## config.mk

```make
export PLATFORM = sky130hd
export DESIGN_NAME = seg_scan_ctrl
export DESIGN_NICKNAME = d
export VERILOG_FILES = /design/src/rtl/seg_scan_pkg.sv /design/src/rtl/seg_scan_timer.sv /design/src/rtl/seg_scan_ctrl.sv
export SDC_FILE = /design/constraint.sdc
export NUM_CORES = 1
export LEC_CHECK = 0
export BUFFER_PORTS_ARGS = -buffer_cell sky130_fd_sc_hd__buf_2
export CORE_MARGIN = 4
export CORE_UTILIZATION = 45
export CTS_CLUSTER_DIAMETER = 60
export CTS_CLUSTER_SIZE = 25
export DETAILED_ROUTE_END_ITERATION = 6
export RECOVER_POWER = 25
export REMOVE_ABC_BUFFERS = 1
export SLEW_MARGIN = 0
export SYNTH_ARGS = -nofsm -noshare
export SYNTH_HDL_FRONTEND = slang
export SYNTH_SLANG_ARGS = --single-unit
```

## constraint.sdc

```tcl
create_clock -name clk -period 4.7 [get_ports clk]
set_clock_uncertainty 0.05 [all_clocks]
set_input_delay 0.705 -clock clk [delete_from_list [all_inputs] [get_ports clk]]
set_output_delay 0.705 -clock clk [all_outputs]
set_load 0.03 [all_outputs]
```

## src/rtl/seg_scan_pkg.sv

```systemverilog
// seg_scan_pkg: shared types and constants for the seven-segment scan controller.
//   scan_state_t : slot phase (BLANK = all digits off, DRIVE = one digit lit)
//   bcd_t        : one BCD digit as stored in the shadow/active arrays
//   BCD_ZERO     : the value held in every digit after reset
package seg_scan_pkg;

    typedef enum logic [0:0] {
        BLANK = 1'b0,
        DRIVE = 1'b1
    } scan_state_t;

    typedef logic [3:0] bcd_t;

    localparam bcd_t BCD_ZERO = 4'd0;

endpackage

```

## src/rtl/seg_scan_timer.sv

```systemverilog
// seg_scan_timer: slot/digit sequencer for the scan controller.
// The registers (state_r, cnt_r, idx_r) describe the slot position that the
// controller's registered outputs will present after the next clock edge, so
// the reset value (BLANK, cnt 0, idx 0) becomes the first cycle of digit 0's
// slot and frame_start pulses right after the first edge following reset.
// Ports:
//   clk, rst_n   : clock, asynchronous active-low reset
//   drive        : upcoming cycle is in the DRIVE phase
//   idx          : digit index of the upcoming cycle
//   boundary     : upcoming cycle is the first cycle of digit 0's slot
//   frame_start  : registered one-cycle pulse on the first cycle of a frame
module seg_scan_timer
    import seg_scan_pkg::*;
#(
    parameter int NUM_DIGITS   = 4,
    parameter int SCAN_DIV     = 1000,
    parameter int BLANK_CYCLES = 16,
    localparam int AW = (NUM_DIGITS > 1) ? $clog2(NUM_DIGITS) : 1,
    localparam int CW = $clog2(SCAN_DIV)
) (
    input  logic          clk,
    input  logic          rst_n,
    output logic          drive,
    output logic [AW-1:0] idx,
    output logic          boundary,
    output logic          frame_start
);

    localparam logic [CW-1:0] LAST_BLANK = CW'(BLANK_CYCLES - 1);
    localparam logic [CW-1:0] LAST_CNT   = CW'(SCAN_DIV - 1);
    localparam logic [AW-1:0] LAST_IDX   = AW'(NUM_DIGITS - 1);

    scan_state_t   state_r;
    scan_state_t   state_n;
    logic [CW-1:0] cnt_r;
    logic [CW-1:0] cnt_n;
    logic [AW-1:0] idx_r;
    logic [AW-1:0] idx_n;
    logic          frame_start_r;

    // Next-state logic: cnt runs across the whole slot; BLANK hands over to
    // DRIVE after BLANK_CYCLES, DRIVE ends the slot and advances the digit.
    always_comb begin
        state_n = state_r;
        cnt_n   = cnt_r + CW'(1);
        idx_n   = idx_r;
        case (state_r)
            BLANK: begin
                if (cnt_r == LAST_BLANK) begin
                    state_n = DRIVE;
                end else begin
                    state_n = BLANK;
                end
            end
            DRIVE: begin
                if (cnt_r == LAST_CNT) begin
                    state_n = BLANK;
                    cnt_n   = CW'(0);
                    if (idx_r == LAST_IDX) begin
                        idx_n = AW'(0);
                    end else begin
                        idx_n = idx_r + AW'(1);
                    end
                end else begin
                    state_n = DRIVE;
                end
            end
            default: begin
                state_n = BLANK;
                cnt_n   = CW'(0);
                idx_n   = AW'(0);
            end
        endcase
    end

    // State, counter and digit index registers.
    always_ff @(posedge clk or negedge rst_n) begin
        if (!rst_n) begin
            state_r <= BLANK;
            cnt_r   <= CW'(0);
            idx_r   <= AW'(0);
        end else begin
            state_r <= state_n;
            cnt_r   <= cnt_n;
            idx_r   <= idx_n;
        end
    end

    assign boundary = (state_r == BLANK) && (cnt_r == CW'(0)) && (idx_r == AW'(0));
    assign drive    = (state_r == DRIVE);
    assign idx      = idx_r;

    // Registered frame pulse, aligned with the controller's other outputs.
    always_ff @(posedge clk or negedge rst_n) begin
        if (!rst_n) begin
            frame_start_r <= 1'b0;
        end else begin
            frame_start_r <= boundary;
        end
    end

    assign frame_start = frame_start_r;

endmodule

```

## src/rtl/seg_scan_ctrl.sv

```systemverilog
// seg_scan_ctrl: time-multiplexed seven-segment scan controller.
// Holds a shadow digit array (written through wr_*) and an active array
// (displayed). A commit request is copied shadow->active at the next frame
// boundary so a frame never shows a mix of old and new digits.
// Optional feature: define SEG_SCAN_LEADING_ZERO_BLANK_EN to suppress leading
// zero digits (digit 0 is always shown).
// Ports:
//   clk, rst_n          : clock, asynchronous active-low reset
//   wr_valid/wr_ready   : digit write handshake; wr_addr selects, wr_data is BCD
//   commit              : request a shadow->active copy at the next frame start
//   frame_start         : one-cycle pulse on the first cycle of digit 0's slot
//   bcd_out             : digit value to the external decoder
//   seg_in              : decoder output for bcd_out
//   seg_out, dig_en     : segment bus and one-hot digit enable (all zero in blank)
module seg_scan_ctrl
    import seg_scan_pkg::*;
#(
    parameter int NUM_DIGITS   = 4,
    parameter int SCAN_DIV     = 1000,
    parameter int BLANK_CYCLES = 16,
    localparam int AW = (NUM_DIGITS > 1) ? $clog2(NUM_DIGITS) : 1
) (
    input  logic                  clk,
    input  logic                  rst_n,
    input  logic                  wr_valid,
    output logic                  wr_ready,
    input  logic [AW-1:0]         wr_addr,
    input  logic [3:0]            wr_data,
    input  logic                  commit,
    output logic                  frame_start,
    output logic [3:0]            bcd_out,
    input  logic [6:0]            seg_in,
    output logic [6:0]            seg_out,
    output logic [NUM_DIGITS-1:0] dig_en
);

    bcd_t                  shadow_r [NUM_DIGITS];
    bcd_t                  shadow_n [NUM_DIGITS];
    bcd_t                  active_r [NUM_DIGITS];
    logic                  pending_r;
    logic                  wr_ready_r;
    bcd_t                  bcd_out_r;
    logic [6:0]            seg_out_r;
    logic [NUM_DIGITS-1:0] dig_en_r;

    logic                  drive_s;
    logic [AW-1:0]         idx_s;
    logic                  boundary_s;
    logic                  wr_fire_s;
    logic                  addr_ok_s;
    logic                  copy_s;
    logic                  lit_s;
    logic                  lead_s;
    logic [NUM_DIGITS-1:0] suppress_s;

    seg_scan_timer #(
        .NUM_DIGITS   (NUM_DIGITS),
        .SCAN_DIV     (SCAN_DIV),
        .BLANK_CYCLES (BLANK_CYCLES)
    ) u_timer (
        .clk         (clk),
        .rst_n       (rst_n),
        .drive       (drive_s),
        .idx         (idx_s),
        .boundary    (boundary_s),
        .frame_start (frame_start)
    );

    // Write port and copy decision. The copy takes the shadow contents
    // including a write landing on the same edge, so the new frame is complete.
    always_comb begin
        wr_fire_s = wr_valid && wr_ready_r;
        addr_ok_s = ({1'b0, wr_addr} < (AW + 1)'(NUM_DIGITS));
        shadow_n  = shadow_r;
        if (wr_fire_s && addr_ok_s) begin
            shadow_n[wr_addr] = wr_data;
        end else begin
            shadow_n = shadow_r;
        end
        copy_s = boundary_s && (pending_r || commit);
    end

    // Shadow (write target) and active (display source) digit arrays.
    always_ff @(posedge clk or negedge rst_n) begin
        if (!rst_n) begin
            for (int i = 0; i < NUM_DIGITS; i++) begin
                shadow_r[i] <= BCD_ZERO;
                active_r[i] <= BCD_ZERO;
            end
        end else begin
            shadow_r <= shadow_n;
            if (copy_s) begin
                active_r <= shadow_n;
            end else begin
                active_r <= active_r;
            end
        end
    end

    // Commit tracking: a copy consumes every request seen so far; a commit
    // arriving after the copy edge is held for the next frame.
    always_ff @(posedge clk or negedge rst_n) begin
        if (!rst_n) begin
            pending_r <= 1'b0;
        end else if (copy_s) begin
            pending_r <= 1'b0;
        end else if (commit) begin
            pending_r <= 1'b1;
        end else begin
            pending_r <= pending_r;
        end
    end

    // Leading-zero suppression, scanning from the most significant digit down.
`ifdef SEG_SCAN_LEADING_ZERO_BLANK_EN
    always_comb begin
        lead_s     = 1'b1;
        suppress_s = {NUM_DIGITS{1'b0}};
        for (int i = NUM_DIGITS - 1; i >= 1; i--) begin
            lead_s        = lead_s && (active_r[i] == BCD_ZERO);
            suppress_s[i] = lead_s;
        end
    end
`else
    // Every digit is shown in its slot.
    always_comb begin
        lead_s     = 1'b0;
        suppress_s = {NUM_DIGITS{1'b0}};
    end
`endif

    assign lit_s = drive_s && !suppress_s[idx_s];

    // Registered outputs; seg_out and dig_en share one enable so they never skew.
    always_ff @(posedge clk or negedge rst_n) begin
        if (!rst_n) begin
            wr_ready_r <= 1'b1;
            bcd_out_r  <= BCD_ZERO;
            seg_out_r  <= 7'd0;
            dig_en_r   <= {NUM_DIGITS{1'b0}};
        end else begin
            wr_ready_r <= !copy_s;
            if (copy_s) begin
                bcd_out_r <= shadow_n[idx_s];
            end else begin
                bcd_out_r <= active_r[idx_s];
            end
            if (lit_s) begin
                seg_out_r <= seg_in;
                dig_en_r  <= NUM_DIGITS'(1) << idx_s;
            end else begin
                seg_out_r <= 7'd0;
                dig_en_r  <= {NUM_DIGITS{1'b0}};
            end
        end
    end

    assign wr_ready = wr_ready_r;
    assign bcd_out  = bcd_out_r;
    assign seg_out  = seg_out_r;
    assign dig_en   = dig_en_r;

endmodule
```

======== After elaboration in Yosys (flattened, before gate mapping) ========
Index checks and enable logic that the tools add are counted.
storage, ports and cells
  output and inout bits ................... 17
  bits of input ports ..................... 17
  register bits after elaboration ......... 63
operators by class
  shift operators ......................... 1
  reduce and logical (&&, ||, !) cells .... 13
  magnitude comparators ................... 4
  bitwise gates (word level) .............. 3
  muxes and demuxes ....................... 23
  $add $sub $neg .......................... 2
  equality and inequality tests ........... 3
operators by type and width
  kind                                                                          number
  4-bit 2-to-1 mux                                                              7
  10-bit 2-to-1 mux                                                             2
  4-bit binary-select mux with 2-bit select                                     2
  16-bit bitwise mux                                                            1
  16-bit 2-to-1 mux                                                             1
  10-bit by 1-bit adder with 10-bit output, second input constant               1
  10-bit equality test, second input constant                                   1
  10-bit by 4-bit equality test with 1-bit output, second input constant        1
  10-bit logical NOT                                                            1
  4-bit demux with 2-bit select                                                 1
  7-bit 2-to-1 mux                                                              1
  3-bit greater-or-equal comparator, second input constant                      2
  1-bit logical AND                                                             6
  2-bit NOT with 3-bit output                                                   2
  1-bit 2-to-1 mux                                                              5
  1-bit by 2-bit << shifter with 4-bit output, first input constant             1
  2-bit by 3-bit less-than comparator with 1-bit output, second input constant  1
  3-bit by 1-bit less-than comparator with 1-bit output, second input constant  1
  2-bit by 1-bit adder with 2-bit output, second input constant                 1
  1-bit binary-select mux with 2-bit select                                     1
  2-bit equality test, second input constant                                    1
  1-bit logical NOT                                                             2
  2-bit logical NOT                                                             1
  2-bit 2-to-1 mux                                                              1
  other kinds (5)                                                               5

======== Longest topological paths before layout ========
Gate-level depths: netlist of the first run.
  depth in word-level cells ............... 11
  depth in mapped cells ................... 9
  gate-level depth less buffers ........... 6

======== Cells and area by module ========
From an unflattened synthesis of the first run, not the netlist that was laid out.
unflattened totals
  cell total of the unflattened synthesis .. 256
  area, all modules ....................... 3114.2 um2
modules (own cells, without submodules)
  module          times used  area each (um2)  cells an instance  sequential area each (um2)
  seg_scan_ctrl   1           2418.6           188                1227.4
  seg_scan_timer  1           695.7            68                 350.3

======== Worst setup path before layout of the first run ========
OpenSTA, ideal clock, no wires.
  path type ............................... reg-to-reg
  start ................................... reg u_timer.idx_r[0] (netlist: u_timer.idx[0])
  end ..................................... reg active_r[11] (netlist bit)
  setup time .............................. 0.125 ns
  arrival time ............................ 1.786 ns
  period minus slack after synthesis ...... 1.961 ns
  buffers on the path ..................... 2
  setup slack ............................. 2.739 ns
  stages on the path, launching flop included .. 8
  cells stage by stage .................... dfrtp_1 buf_2 clkinv_1 ha_1 o211a_1 nand4_4 buf_4 mux2_4
on the way
  longest elaborated chain between the ends .. 3
RTL lines
  element                 line                  text
  start, declared         seg_scan_timer.sv:37  logic [AW-1:0] idx_r;
  start signal, assigned  seg_scan_timer.sv:85  idx_r <= idx_n;
  2-bit logical NOT       seg_scan_timer.sv:89  assign boundary = (state_r == BLANK) && (cnt_r == CW'(0)) && (idx_r == AW'(0));
  1-bit logical AND       seg_scan_timer.sv:89
  1-bit logical AND       seg_scan_ctrl.sv:80   copy_s = boundary_s && (pending_r || commit);
  end signal, assigned    seg_scan_ctrl.sv:93   active_r <= shadow_n;
  end signal, assigned    seg_scan_ctrl.sv:95   active_r <= active_r;
  end, declared           seg_scan_ctrl.sv:39   bcd_t active_r [NUM_DIGITS];
No other way between the ends.
A chain may end at the register's enable or synchronous reset.

======== Final worst setup path of the first run ========
  start ................................... reg u_timer.idx_r[1] (netlist: u_timer.idx[1])
  end ..................................... reg bcd_out_r[2] (netlist: bcd_out[2])
on the way
  longest elaborated chain between the ends .. 5
  elaborated cells on any way between the ends .. 11
  those cells by class .................... 7 x mux; 1 x bitwise; 3 x reduce/logical
RTL lines
  element                                                       line                                        text
  2-bit NOT with 3-bit output (not written as such)             seg_scan_ctrl.sv:144, seg_scan_ctrl.sv:146
  4-bit binary-select mux with 2-bit select (on tied branches)  seg_scan_ctrl.sv:146, seg_scan_ctrl.sv:144
  4-bit 2-to-1 mux (on tied branches) (2 in series)             seg_scan_ctrl.sv:146, seg_scan_ctrl.sv:144
  4-bit 2-to-1 mux *                                            seg_scan_ctrl.sv:143                        if (copy_s) begin
  end signal, assigned                                          seg_scan_ctrl.sv:144                        bcd_out_r <= shadow_n[idx_s];
  end signal, assigned                                          seg_scan_ctrl.sv:146                        bcd_out_r <= active_r[idx_s];
  end, declared                                                 seg_scan_ctrl.sv:42                         bcd_t bcd_out_r;
Mark *: on every way between the ends. The rest lies on a longest branch, timed or not. The select of a mux whose other input is x is not followed.

==> results.ini, run 1 <==
[timing]
rsz0062_at_grt=false
period_minus_slack_ps=2420
setup_tns_ps=0
tightestPinTransition_ps=1100
relSlewSlack_pct=26.9
finalSetupViolCount=0
drv_slew=0
hold_viol=0
fmax_mhz=413
setup_ws_ps=2280
timing.final.crit_share_pct=51.5

[worst_setup_path]
crit_chain=inv_1 > ha_1 > o211a_1 > nand4_4 > nor2_1 > a211o_1
critPathKind=register to register
r2r_slack_ps=2280
critPathMaxFanout=34
critical_path_arrival_ps=2650
cp.required_ps=4930
crit_slowest_cell=dfrtp_1
cp-end-kind=register
critical-path-max-stage-delay_ps=550
start_kind=register

[synth]
postSynth.asyncResetShare_pct=100
synth-seq-cells=63
syn-cell-area_mm2=0.00287
synth_edf_count=0
syn_inst=247
synth_cell_types=41
seq_area_frac_synth_pct=55.1
synthFlopType=dfrtp_1
syn_avg_cell_area_um2=11.6
yosys_warnings=0

[power_and_ir_drop]
p_leak_nw=1.64
ir_worst_vdd_v=0.000181
p_per_area_mw_per_mm2=347
p_total_mw=1.14

[route]
wl_mm=5.56
wire_per_inst_um=15.4
drtIter0Drc=57
ant_nets=0
dr.pass1.iters=4
vias_per_cell=5.22
dr_total_vias=1889
drcViolationCount=0

[global_routing]
overflow=0
antenna_found_initial=0
grt_pass1_wl_mm=9.45
grt_pass1_vias=1892
grt.total_usage_pct=16.4
grt_max_degree=64

[placed_design]
dp_hpwl_mm=3.59
dp.cells=346
port-buffer-count=33
place_area_mm2=0.00308
gp_congestion=0.748
place_ws_ps=2330

[clock_network]
cts_setup_buffers=0
path_clk_slew_ps=70
clock_sinks=63
cts_tree=built
root_buffer=clkbuf_8
insertion_delay_ps=340
cts-buffers-inserted=9
cts_resized=0
hold_buffers=0
htreeDepth=3
cts.path.max_buffers=2

[cells_and_area]
area_delta_synth_final_pct=14.1
final_cells=362
insertedDiodeCount=0
drive_gt1_share_pct=23.3
nets=305
fin_area_mm2=0.00327
mostFrequentLayoutCells=dfrtp_1, nand2_1, buf_2
final_common_cell=dfrtp_1

[die]
num_rows=28
coreArea_mm2=0.00606
die_h_um=87.8
fp.dieW_um=87.8
start_util_pct=47.3
die_area_mm2=0.00771
io_pins=34

[status]
status=finished, final reports clean

[job]
drv_cap=0

[min_path]
hold_class=register to register

-- worst paths after layout --
check                                      start               end  cells past startpoint
worst min-delay path            u_timer.cnt_r[0]  u_timer.cnt_r[0]                      1
min in group asynchronous                  rst_n        seg_out[3]                      2
max in group asynchronous                  rst_n  u_timer.cnt_r[3]                      2
worst max-delay path              u_timer.idx[1]        bcd_out[2]                      6
worst min register to register  u_timer.cnt_r[0]  u_timer.cnt_r[0]                      1
worst max register to register    u_timer.idx[1]        bcd_out[2]                      6
-- flip-flops by register name, summed over array words and instances, names as in the netlist --
name / count
active_r: 16
bcd_out: 4
dig_en: 4
pending_r: 1
seg_out: 7
shadow_r: 16
u_timer.cnt_r: 10
u_timer.drive: 1
u_timer.frame_start: 1
u_timer.idx: 2
wr_ready: 1
-- through the flow --
step                utilization, %  hold WS, ps
detailed placement            50.9          424
CTS                           54.0          432
finish                        54.0          430
global placement              50.9          419
floorplan                        -          359
global route                  54.0          449
-- synthesized netlist by cell type, types with 2 or more instances --
library cell / n / share of area (%)
nand4_1: 4 / 0.87
nor2_1: 13 / 1.7
mux2_2: 7 / 2.8
inv_1: 11 / 1.4
clkbuf_1: 5 / 0.66
ha_1: 6 / 2.6
and2_1: 17 / 3.7
nand3_1: 10 / 1.7
o21ai_1: 8 / 1.4
nand2_1: 34 / 4.5
mux4_2: 4 / 3.1
and3_1: 3 / 0.66
a32oi_1: 4 / 1.2
a211o_1: 4 / 1.2
a311oi_1: 4 / 1.2
nand4b_1: 2 / 0.61
mux2i_1: 12 / 4.2
buf_2: 5 / 0.87
mux2_4: 3 / 1.6
dfrtp_1: 62 / 54
xor2_1: 6 / 1.8
and2_0: 4 / 0.87
-- per-layer routing --
layer,wire length (um),up-vias,track usage (%)
met5,0,-,0
met2,2380,50,23.3
met1,2740,907,22.9
met3,330,9,4.89
met4,107,0,8.37
li1,-,923,-
-- cell type report --
type | instances | area [um2]
clock buffers | 12 | 145
clock inverters | 4 | 45.0
fillers | 568 | 2790
inverters | 12 | 45.0
multi-input cells | 160 | 1180
flip-flops and latches | 63 | 1580
well taps | 75 | 93.8
repair buffers | 36 | 184
-- cell families (layout without fill, tap and decap cells) --
kind of cell,Yosys count,count (layout),synth area share [%]
multiplexers,26,26,11.7
AO/OA/AOI/OAI,24,24,6.20
buffers and inverters,24,64,3.76
XOR/XNOR,7,7,2.14
adder cells (fa/ha/maj),6,6,2.62
flip-flops,63,63,55.1
AND/OR/NAND/NOR,97,97,18.6
-- report_power, final --
| part | total (mW) | switching (mW) | internal [mW] |
|---|---|---|---|
| combinational | 0.0919 | 0.0594 | 0.0325 |
| sequential | 0.585 | 0.0117 | 0.573 |
| clock | 0.460 | 0.203 | 0.257 |
-- worst max-delay path, delay by kind of cell, from the launching register on --
| family | cells | cell delay (ps) |
|---|---|---|
| and+or+nand+nor | 2 | 990 |
| DFF | 1 | 550 |
| AOI/OAI and AO/OA | 2 | 380 |
| adders and majority gates | 1 | 210 |
| buffers and inverters | 1 | 180 |
Power figures use the tool's default switching activity.
==> inputs of run 2 (changes only) <==
--- a/config.mk
+++ b/config.mk
@@ -5,6 +5,7 @@
 export SDC_FILE = /design/constraint.sdc
 export NUM_CORES = 1
 export LEC_CHECK = 0
+export ABC_AREA = 1
 export BUFFER_PORTS_ARGS = -buffer_cell sky130_fd_sc_hd__buf_2
 export CORE_MARGIN = 4
 export CORE_UTILIZATION = 45
==> constraint.sdc (replaced) <==
create_clock -name clk -period 2.4 [get_ports clk]
set_clock_uncertainty 0.05 [all_clocks]
set_input_delay 0.36 -clock clk [delete_from_list [all_inputs] [get_ports clk]]
set_output_delay 0.36 -clock clk [all_outputs]
set_load 0.03 [all_outputs]
==> run 2 against run 1 <==
Against the previous run:
- area after synthesis grew 0.35%
- core utilization grew 0.47 points
- global-route usage grew 1.8 points
- die area grew 0.32%
- non-clock buffer count grew 1
- critical path type unchanged
- largest power group unchanged
==> results.ini, run 2 <==
[min_path]
hold_class=input port to register

[synth]
syn_avg_cell_area_um2=8.31
postSynth.asyncResetShare_pct=100
synth_cell_types=25
synth_edf_count=0
seq_area_frac_synth_pct=54.9
synthTopCellsByArea=dfrtp_1, nand2_1, nand3_1
ys_top_cells_by_count=nand2_1, dfrtp_1, nand3_1
synth.top_cell.area_share_pct=54.0
yosys.area.top_type=dfrtp_1
syn-cell-area_mm2=0.00288
synth-seq-cells=63
syn_inst=346
yosys_warnings=0
synthFlopType=dfrtp_1
synth_most_common_cell=nand2_1

[clock_network]
hold_buffers=1
cts_resized=0
root_buffer=clkbuf_8
cts-buffers-inserted=9
htreeDepth=3
path_clk_slew_ps=70
cts_setup_buffers=0
cts.path.max_buffers=2
clock_sinks=63
cts_tree=built
insertion_delay_ps=340

[placed_design]
dp.cells=448
place_ws_ps=334
gp_congestion=0.797
port-buffer-count=33
dp_hpwl_mm=4.46

[status]
status=finished, final reports clean

[timing]
period_minus_slack_ps=2120
drv_slew=0
rsz0062_at_grt=false
setup_ws_ps=276
tightestPinTransition_ps=1410
timing.final.crit_share_pct=88.5
hold_viol=0
finalSetupViolCount=0
setup_tns_ps=0
relSlewSlack_pct=6.15
fmax_mhz=471

[worst_setup_path]
critical_path_arrival_ps=2300
crit_chain=clkinv_1 > ha_1 > nand2_1 > nor2_1 > o2111ai_2 > nand2_1 > nand2_1
critPathMaxFanout=17
critical-path-max-stage-delay_ps=520
cp-end-kind=register
start_kind=register
critPathKind=register to register
cp.required_ps=2580
crit_slowest_cell=dfrtp_1
cpMostUsedCell=nand2_1

[global_routing]
overflow=0
grt.total_usage_pct=18.2
grt_max_degree=39
antenna_found_initial=0
grt_pass1_wl_mm=10.5
grt_pass1_vias=2095

[die]
start_util_pct=47.4
io_pins=34
num_rows=28
die_area_mm2=0.00773
die_h_um=87.9
coreArea_mm2=0.00606
fp.dieW_um=87.9

[route]
dr_total_vias=2262
wire_per_inst_um=13.7
drcViolationCount=0
wl_mm=6.37
drtIter0Drc=188
ant_nets=0
dr.pass1.iters=4
vias_per_cell=4.86

[cells_and_area]
mostFrequentLayoutCells=nand2_1, dfrtp_1, nand3_1
final_common_cell=nand2_1
area_delta_synth_final_pct=14.8
drive_gt1_share_pct=14.1
insertedDiodeCount=0
final_cells=465
nets=408
largestRegisters=active_r (16), shadow_r (16), u_timer.cnt_r (10)

[power_and_ir_drop]
p_per_area_mw_per_mm2=675
p_leak_nw=1.82
ir_worst_vdd_v=0.000345

[job]
drv_cap=0

run 2: cell types whose count changed after synthesis, sizes merged, moves of 5 or more:
cell,previous run,this run
nor2,13,27
inv,11,33
nand2,34,126
o21ai,8,18
nand3,10,40
mux2,10,0
nor3,2,7
mux2i,12,0
and2,21,0
run 2: worst paths after layout:
| kind | start | to | slack (ps) | cells past startpoint |
|---|---|---|---|---|
| max | u_timer.idx[1] | active_r[11] | 280 | 7 |
| min | seg_in[1] | seg_out[1] | 150 | 3 |
| max reg2reg | u_timer.idx[1] | active_r[11] | 280 | 7 |
| min reg2reg | active_r[13] | active_r[13] | 430 | 2 |
| max in group asynchronous | rst_n | shadow_r[14] | 620 | 3 |
| min in group asynchronous | rst_n | shadow_r[3] | 820 | 2 |
run 2: metal layers:
metal / wire (um) / vias to the layer above / part of all wire (%) / GRT usage [%]
met5: 0 / - / 0 / 0
met4: 103 / 0 / 1.6 / 9.34
met3: 211 / 8 / 3.3 / 3.10
met2: 2800 / 35 / 44 / 25.3
met1: 3260 / 1044 / 51 / 27.2
li1: - / 1175 / - / -
run 2: logic make-up after synthesis:
| group | after synthesis | share of synthesized area (%) |
|---|---|---|
| buffers and inverters | 43 | 6.57 |
| AOI/OAI and AO/OA | 27 | 5.22 |
| xor gates and xnor gates | 2 | 0.609 |
| adders and majority gates | 6 | 2.61 |
| DFF | 63 | 54.9 |
| and+or+nand+nor | 205 | 30.1 |
run 2: area by class of cell:
class                   instances  area, um2
well taps                      75       93.8
inverters                      34        128
fillers                       571       2760
multi-input cells             240       1110
repair buffers                 37        201
clock inverters                 4       45.0
clock buffers                  12        145
flip-flops and latches         63       1580
run 2: power by group:
| group | switching, mW | internal (mW) |
|---|---|---|
| clock network | 0.398 | 0.503 |
| registers | 0.0178 | 1.12 |
| logic | 0.132 | 0.0569 |
run 2: critical path: cells and delay by family, from the launching register on:
family,cells,cell delay [ps]
AOI/OAI and AO/OA,1,460
adders and majority gates,1,250
buffers and inverters,1,250
DFF,1,520
and+or+nand+nor,4,480
run 2: through the flow:
step	hold WS, ps	power [mW]	instance area (um2)	util, %
after floorplan	14.4	1.26	2810	-
after global placement	346	1.34	3110	51.3
after detailed placement	346	1.34	3110	51.3
after CTS	138	2.25	3310	54.6
after global routing	147	2.32	3300	54.4
final	153	2.23	3300	54.4
==> inputs of run 3 (changes only) <==
--- a/config.mk
+++ b/config.mk
@@ -7,11 +7,14 @@
 export LEC_CHECK = 0
 export ABC_AREA = 1
 export BUFFER_PORTS_ARGS = -buffer_cell sky130_fd_sc_hd__buf_2
+export CELL_PAD_IN_SITES_DETAIL_PLACEMENT = 0
+export CELL_PAD_IN_SITES_GLOBAL_PLACEMENT = 1
 export CORE_MARGIN = 4
-export CORE_UTILIZATION = 45
+export CORE_UTILIZATION = 43
 export CTS_CLUSTER_DIAMETER = 60
 export CTS_CLUSTER_SIZE = 25
 export DETAILED_ROUTE_END_ITERATION = 6
+export PLACE_DENSITY_LB_ADDON = 0.1
 export RECOVER_POWER = 25
 export REMOVE_ABC_BUFFERS = 1
 export SLEW_MARGIN = 0
==> run 3 against run 2 <==
Against the previous run:
- via count rose by 0.88%
- power is 3.0% higher
- routed wire length grew 0.22%
- global-route usage fell by 0.96 points
- hold slack better by 7.6 ps
- core utilization shrank 2.7 points
==> results.ini, run 3 (synthesis gave the netlist of run 2 again) <==
[global_routing]
grt.total_usage_pct=17.3
grt_pass1_wl_mm=11.1
grt_max_degree=27
overflow=0
grt_pass1_vias=2297
antenna_found_initial=0

[timing]
hold_viol=0
tightestPinTransition_ps=1400
drv_slew=0
hold_ws_ps=160
setup_tns_ps=0
period_minus_slack_ps=1920
relSlewSlack_pct=6.37
finalSetupViolCount=0
timing.final.crit_share_pct=80.0
rsz0062_at_grt=false
fmax_mhz=521

[clock_network]
clock_sinks=63
cts_resized=0
root_buffer=clkbuf_8
cts-buffers-inserted=9
path_clk_slew_ps=60
cts.path.max_buffers=2
htreeDepth=3
insertion_delay_ps=340
hold_buffers=1
cts_setup_buffers=0
cts_tree=built

[worst_setup_path]
reg2reg_to=active_r[1]
cp-end-kind=asynchronous set/reset pin
r2r_start=u_timer.idx[1]
crit_path_end=active_r[4]
crit_slowest_cell=clkbuf_1
crit_chain=dlygate4sd3_1 > clkbuf_1 > buf_4
path_delay_family=buffers and inverters
r2r_slack_ps=490
cp-startpoint=rst_n
crit_buf_inv=3
critPathKind=input port to asynchronous set/reset pin
cp.required_ps=2850
critPathMaxFanout=26
critical_path_arrival_ps=2370
critical-path-max-stage-delay_ps=1020
crit_cells=3
start_kind=input port
reg2reg_depth=7

[route]
vias_per_cell=4.87
drcViolationCount=0
wire_per_inst_um=13.6
drtIter0Drc=206
dr.pass1.iters=4
wl_mm=6.39
dr_total_vias=2282
ant_nets=0

[die]
start_util_pct=44.8
fp.dieW_um=89.8
coreArea_mm2=0.00642
io_pins=34
die_area_mm2=0.00806
num_rows=29
die_h_um=89.8

[cells_and_area]
multi_input_area_mm2=0.00111
largestRegisters=active_r (16), shadow_r (16), u_timer.cnt_r (10)
insertedDiodeCount=0
mostFrequentLayoutCells=nand2_1, dfrtp_1, nand3_1
fillers=623
drive_gt1_share_pct=14.3
nets=410
final-seq-area_mm2=0.00158
area_delta_synth_final_pct=15.5
final_common_cell=nand2_1

[power_and_ir_drop]
p_per_area_mw_per_mm2=690
p_int_mw=1.76
switching_share_pct=23.4
p_leak_nw=1.83
pwr-share-comb_pct=8.0
ir_worst_vdd_v=0.000311
switchingPower_mw=0.538
seqPwrFrac_pct=49.4
clkPwrFrac_pct=42.6

[status]
status=finished, final reports clean

[min_path]
hold_class=input port to register

[placed_design]
port-buffer-count=33
dp_hpwl_mm=4.52
gp_congestion=0.849

[job]
drv_cap=0

run 3: changes by cell type in the layout (fill, tap and decap cells not counted):
cell,change
buf_2,-1
buf_12,-1
buf_4,+4
bufinv_16,+1
clkinv_2,-1
clkbuf_8,-1
clkbuf_1,+1
run 3: layout make-up:
type,count,share of cell area (%)
flip-flops and latches,63,47.5
multi-input cells,240,33.4
repair buffers,39,6.21
clock buffers,12,4.07
inverters,34,3.84
well taps,77,2.90
clock inverters,4,2.11
run 3: worst min-delay path by stage:
stage,startpoint,cells past startpoint,endpoint,slack [ps]
after floorplan,rst_n,0,active_r[0],10
after global placement,rst_n,1,shadow_r[9],340
after detailed placement,rst_n,1,shadow_r[9],350
after CTS,seg_in[4],3,seg_out[4],140
after global routing,seg_in[4],3,seg_out[4],160
final,seg_in[4],3,seg_out[4],160
run 3: tightest hold or removal path, cell delays in order:
cell and delay [ps]:
buf_2 70, nand2_1 40, inv_1 40
run 3: through the flow:
| stage | worst slack, ps | cells | instance area (um2) | total power, mW | utilization, % |
|---|---|---|---|---|---|
| final | 481 | 469 | 3320 | 2.29 | 51.7 |
| after global routing | 159 | 469 | 3320 | 2.41 | 51.7 |
| after CTS | 444 | 469 | 3330 | 2.32 | 51.8 |
| after detailed placement | 449 | 452 | 3110 | 1.34 | 48.5 |
| after global placement | 510 | 452 | 3110 | 1.34 | 48.5 |
| after floorplan | 426 | 337 | 2810 | 1.26 | - |
run 3: layer usage:
metal	GRT usage (%)	share of wire, %
met1	22.7	47
met2	27.3	46
met3	4.67	4.9
met4	6.64	1.6
met5	0	0
run 3: power by group through the flow:
stage	sequential (mW)	clock (mW)	combinational, mW
detailed placement	1.15	0	0.184
CTS	1.13	1.00	0.186
global placement	1.15	0	0.184
finish	1.13	0.977	0.183
global route	1.14	1.06	0.211
floorplan	1.17	0	0.0933
